--- src/rtl/br_wb_arbiter.sv ---
// br_wb_arbiter: round-robin write-port arbiter for the BR register bank, with a zeroing sweep after reset.
// Define WB_FWD_EN to add same-cycle read-bypass ports (fwd_a1/fwd_a2/fwd_hit1/fwd_hit2/fwd_data).
module br_wb_arbiter #(
  parameter int AW   = 5,
  parameter int DW   = 32,
  parameter int NREG = 32
) (
  input  logic          clk,
  input  logic          rst,
  input  logic          s0_valid,
  output logic          s0_ready,
  input  logic [AW-1:0] s0_addr,
  input  logic [DW-1:0] s0_data,
  input  logic          s1_valid,
  output logic          s1_ready,
  input  logic [AW-1:0] s1_addr,
  input  logic [DW-1:0] s1_data,
  output logic          br_we,
  output logic [AW-1:0] br_a3,
  output logic [DW-1:0] br_wd3,
  output logic          busy
`ifdef WB_FWD_EN
  ,
  input  logic [AW-1:0] fwd_a1,
  input  logic [AW-1:0] fwd_a2,
  output logic          fwd_hit1,
  output logic          fwd_hit2,
  output logic [DW-1:0] fwd_data
`endif
);

  typedef enum logic {CLEAR, RUN} state_e;

  localparam logic [AW-1:0] CntLast = AW'(NREG - 1);

  state_e        state_q, state_d;
  logic [AW-1:0] cnt_q, cnt_d;
  logic          last_q, last_d;
  logic          we_q, we_d;
  logic [AW-1:0] a3_q, a3_d;
  logic [DW-1:0] wd3_q, wd3_d;
  logic          gnt0, gnt1;

  always_ff @(posedge clk) begin
    if (rst) state_q <= CLEAR;
    else     state_q <= state_d;
  end

  always_comb begin
    state_d = state_q;
    if (state_q == CLEAR && cnt_q == CntLast) state_d = RUN;
  end

  // last_q = 1 means s1 won most recently, so s0 wins the next contention
  always_comb begin
    busy = (state_q == CLEAR);
    gnt0 = 1'b0;
    gnt1 = 1'b0;
    if (state_q == RUN) begin
      if (s0_valid && (!s1_valid || last_q)) gnt0 = 1'b1;
      else if (s1_valid)                     gnt1 = 1'b1;
    end
    s0_ready = gnt0;
    s1_ready = gnt1;
  end

  // Writes to x0 are accepted but suppressed; the port registers keep their last value then
  always_comb begin
    cnt_d  = cnt_q;
    last_d = last_q;
    we_d   = 1'b0;
    a3_d   = a3_q;
    wd3_d  = wd3_q;
    if (state_q == CLEAR) begin
      we_d  = 1'b1;
      a3_d  = cnt_q;
      wd3_d = '0;
      cnt_d = cnt_q + AW'(1);
    end else if (gnt0 && s0_valid) begin
      last_d = 1'b0;
      if (s0_addr != '0) begin
        we_d  = 1'b1;
        a3_d  = s0_addr;
        wd3_d = s0_data;
      end
    end else if (gnt1 && s1_valid) begin
      last_d = 1'b1;
      if (s1_addr != '0) begin
        we_d  = 1'b1;
        a3_d  = s1_addr;
        wd3_d = s1_data;
      end
    end
  end

  always_ff @(posedge clk) begin
    if (rst) begin
      cnt_q  <= '0;
      last_q <= 1'b1;
      we_q   <= 1'b0;
      a3_q   <= '0;
      wd3_q  <= '0;
    end else begin
      cnt_q  <= cnt_d;
      last_q <= last_d;
      we_q   <= we_d;
      a3_q   <= a3_d;
      wd3_q  <= wd3_d;
    end
  end

  assign br_we  = we_q;
  assign br_a3  = a3_q;
  assign br_wd3 = wd3_q;

`ifdef WB_FWD_EN
  // Gated by busy because the clear sweep writes with br_we high
  assign fwd_hit1 = !busy && we_q && (a3_q == fwd_a1) && (fwd_a1 != '0);
  assign fwd_hit2 = !busy && we_q && (a3_q == fwd_a2) && (fwd_a2 != '0);
  assign fwd_data = busy ? '0 : wd3_q;
`endif

endmodule

--- config.mk ---
export PLATFORM = sky130hd
export DESIGN_NAME = br_wb_arbiter
export DESIGN_NICKNAME = d
export VERILOG_FILES = /design/src/rtl/br_wb_arbiter.sv
export SDC_FILE = /design/constraint.sdc
export NUM_CORES = 1
export LEC_CHECK = 0
export ABC_CLOCK_PERIOD_IN_PS = 1700
export CAP_MARGIN = 20
export CORE_MARGIN = 4
export CORE_UTILIZATION = 35
export CTS_CLUSTER_DIAMETER = 60
export DETAILED_ROUTE_END_ITERATION = 12
export HOLD_SLACK_MARGIN = 0.03
export PLACE_DENSITY = 0.86
export RECOVER_POWER = 100
export SETUP_SLACK_MARGIN = 0.15
export SYNTH_ARGS = -nofsm -noshare
export SYNTH_HDL_FRONTEND = slang
export SYNTH_SLANG_ARGS = --single-unit
export TNS_END_PERCENT = 100
--- constraint.sdc ---
create_clock -name clk -period 1.7 [get_ports clk]
set_input_delay 0.425 -clock clk [delete_from_list [all_inputs] [get_ports clk]]
set_output_delay 0.425 -clock clk [all_outputs]
set_load 0.02 [all_outputs]
# Word-level counts from Yosys, hierarchy flattened
# Cells that the tools add are included.
# W data, S select, Z words.
# totals
input_bits	78
word_cells	48
regBits	45
output_inout_bits	41
# op_classes
n_reduce_logical	14
bitwise_logic	1
mux	21
n_eq_ne	5
addsub	1
# op_table
op	n
$mux W32	4
$mux W5	5
$mux W1	12
$reduce_bool A5 Y1	2
$ne A3 B1 Y1 const B	2
$reduce_and A3 Y1	2
$add A5 B1 Y5 const B	1
$eq A5 B5 Y1 const B	1
$logic_and A1 B1 Y1	4
$reduce_bool A2 Y1	2
$ne A3 B2 Y1 const B	1
$ne A2 B1 Y1 const B	1
$reduce_and A2 Y1	1
$reduce_or A2 Y1	1
$logic_not A1 Y1	1
$logic_or A1 B1 Y1	1
$not A1 Y1	1

# Depth between registers and ports, before layout
# depth
depth_word	9
mapped_depth	7
depth_no_buf	5

# Least setup slack after synthesis
# OpenSTA, ideal clock, no wires.
# synth_timing
path_kind	input-to-reg
startpoint	input s1_addr[2]
endpoint	register wd3_q[10], in the netlist br_wd3[10]
t_required_ps	1567
setup_slack_ps	-108
arrival_time_ps	1674
path_buffers	1
stages	5
path_cell_list	or4_4 -> o211a_4 -> clkbuf_1 -> a211oi_1 -> a311oi_1
# synth_between
elab_chain_cells	3
# synth_lines
element	line	rtl
from (decl)	16	input logic [AW-1:0] s1_addr,
$reduce_bool A5 Y1	88	if (s1_addr != '0) begin
$reduce_bool A2 Y1 (no line)	n/a	
$reduce_and A3 Y1 (no line)	n/a	
to (signal assigned)	108	wd3_q <= wd3_d;
to (decl)	41	logic [DW-1:0] wd3_q, wd3_d;
# Every way passes these cells.
# A chain may end at the register's enable or synchronous reset.

# Worst setup path in the final report
# layout_timing
startpoint	input s1_addr[2]
endpoint	register wd3_q[5], in the netlist br_wd3[5]
# The elaborated chain is that of the path after synthesis.

==> results.md <==
- Sw Pwr: 0.000467 W
- Violated checks: setup timing
- Placed cell areas: 3600 µm²
- TritonCTS clock tree: yes
- VDD IR max: 414 µV
- Core area: 6030 µm²
- GRT Max-Usage Layer: met2
- Max Root-Sink Buffers: 2
- Initial antenna violation count: 0
- First-pass GRT wire length: 13300 µm
- Final net count: 478
- Max Freq: 583 MHz
- Port Buffers: 118
- Hold WS: 0.468 ns
- # Max-Cap Violations: 0
- Final Setup Violations: 4
- Vias/cell: 5.63
- GP Congestion: 0.855
- Unique masters post-synth: 33
- Worst Setup End Kind: flop
- Layout cells sized above 1: 31.2%
- Slew Limit Headroom: 64.0%
- Yosys top cell area share: 40.7%
- Clk root buf: clkbuf_8
- Total number of vias: 2661
- Outcome: finished with violations
- Switching share of power: 22.8%
- First-pass iteration count of the detailed router: 4
- Placed Cells: 457
- Util after Layout: 71.8%
- Final WS setup: -0.0156 ns
- Reg2reg setup slack: 0.05 ns
- Post-synth ARST share: 0%
- EDFF count, synth: 0
- Worst Path Arrival: 1.92 ns
- Finished Layout Cells: 473
- Dominant cells by area after synthesis: dfxtp_1 (41%), a311oi_1 (13%), nand2_1 (12%), a211oi_1 (11%), clkbuf_1 (3.0%)
- Final ANT Viol Nets: 0
- Final Critical Period: 1.72 ns
- Post-synthesis cell area: 2220 µm²
- Final WL: 8880 µm
- Ys Warns: 0
- Die height: 87.6 µm
- CP Launch Type: input port
- Sequential fraction of the synthesis area: 40.7%
- Met2 GRT Util: 39.9%
- Clk sinks: 45
- TritonCTS Buffers: 5
- CP max FO: 8
- Clock share of power: 33.0%
- Die footprint: 7670 µm²
- Critical path type: in2reg
- Net count of the mapped netlist: 343
- DR WL/cell: 18.8 µm
- Worst-path clk slew: 0.08 ns
- Reg power frac: 52.4%
- Final instance area: 4330 µm²
- Area Growth Syn to Fin: 95.3%
- Largest net degree at the start of global routing: 38
- Num rows: 28
- Period utilization: 101%
- Average size of a mapped cell: 8.43 µm²
- Ant. Diodes: 0
- Synth Instances: 263
- Final HPWL DP: 5320 µm
- Vias in the first global route: 2795
- Fill cells: 447
- Synth area leader: dfxtp_1
- Clock Latency Late Sink: 0.30 ns
- Combinational Power Share: 14.6%
- Internal power: 0.00158 W
- H-tree Lvls: 2
- Endpoints failing hold: 0
- Ys flop type: dfxtp_1
- Top post-synthesis cells by count: nand2_1 (68), dfxtp_1 (45), a211oi_1 (32), a311oi_1 (32), clkbuf_1 (18)
- Total global routing overflow: 0
- Least-Margin Pin Slew: 0.541 ns
- Most common cell in the netlist: nand2_1
- Grt met3 use: 5.36%
- Hold Path Class: reg2reg
- GRT Overall Usage: 22.1%
- Met1 GRT Util: 25.2%
- Synth Register Bits: 45
- Leak: 1.70 nW
- CTS Hold Bufs: 0
- Setup Skew: 0.00670 ns
- DR iter-0 viols: 84
- Initial Util: 36.8%
- Residual DRC: 0
- Die Wd: 87.6 µm
- # IOs: 119
- CP Data Required Time: 1.91 ns
- Fin. max-slew vios: 0
- RSZ-0062 raised after global routing: yes
- PwrDens: 474 nW/µm²
[final timing paths]
path,startpoint,end,cells past startpoint
min,br_a3[1],br_a3[1],2
min reg2reg,br_a3[1],br_a3[1],2
max reg2reg,last_q,br_wd3[5],7
max,s1_addr[2],br_wd3[5],5
[metal layers]
| metal | share of wire (%) | vias to the layer above |
|---|---|---|
| met4 | 1.8 | 0 |
| li1 | - | 1252 |
| met3 | 6.3 | 15 |
| met2 | 53 | 100 |
| met5 | 0 | - |
| met1 | 39 | 1294 |
[cells by family after synthesis]
logic type	synth area share [%]
AND/OR/NAND/NOR	16.9
AO/OA/AOI/OAI	32.2
flip-flops	40.7
buffers and inverters	6.61
XOR/XNOR	1.19
multiplexers	1.36
adder cells (fa/ha/maj)	1.13
[power groups by stage]
stage,combinational [W],clock (W),sequential [W]
6_report,0.000299,0.000678,0.00107
5_1_grt,0.000318,0.000729,0.00108
4_1_cts,0.000286,0.000681,0.00107
3_5_place_dp,0.000280,0,0.00110
3_3_place_gp,0.000276,0,0.00110
2_1_floorplan,0.0000527,0,0.00110
[cell usage in the layout (no fill, tap or decap), types with 5 or more instances in the layout]
| cell type | n |
|---|---|
| buf_12 | 5 |
| a211oi_2 | 21 |
| nand2_1 | 66 |
| dfxtp_1 | 45 |
| dlygate4sd2_1 | 41 |
| clkbuf_8 | 6 |
| inv_1 | 6 |
| a211oi_4 | 11 |
| clkdlybuf4s50_1 | 66 |
| nor2_1 | 11 |
| buf_4 | 20 |
| a311oi_2 | 29 |
[area by class of cell]
cell class	count	area (µm²)	share of cell area (%)
Sequential cell	45	901	20.8
Multi-Input combinational cell	189	1720	39.7
Inverter	7	26.3	0.607
Tap cell	75	93.8	2.17
Clock buffer	7	86.3	1.99
Timing Repair Buffer	150	1500	34.7
[sequential cells by signal, summed over array words and instances (netlist names)]
name,cells
br_wd3,32
br_a3,5
cnt_q,5
br_we,1
last_q,1
state_q,1
[what timing repair did]
item | CTS | global route
pin swaps | 33 | 29
gates resized for setup | 147 | 45
cloned | 7 | 0
buffers inserted | 1 | 1
endpoints found under the setup margin | 79 | 40
[critical path: stages]
cell,delay (ns)
buf_6,0.09
or4_4,0.54
o211a_4,0.34
a21o_4,0.28
a311oi_2,0.24
[per-stage QoR]
| step | setup TNS, ns | total power (W) | setup WS, ns |
|---|---|---|---|
| floorplan | -3.31 | 0.00116 | -0.107 |
| global placement | -22.93 | 0.00137 | -0.637 |
| detailed placement | -24.26 | 0.00138 | -0.662 |
| CTS | -0.175 | 0.00204 | -0.0443 |
| global route | -0.229 | 0.00212 | -0.0381 |
| finish | -0.0356 | 0.00205 | -0.0156 |
No activity file was read; power rests on OpenSTA's default activity.
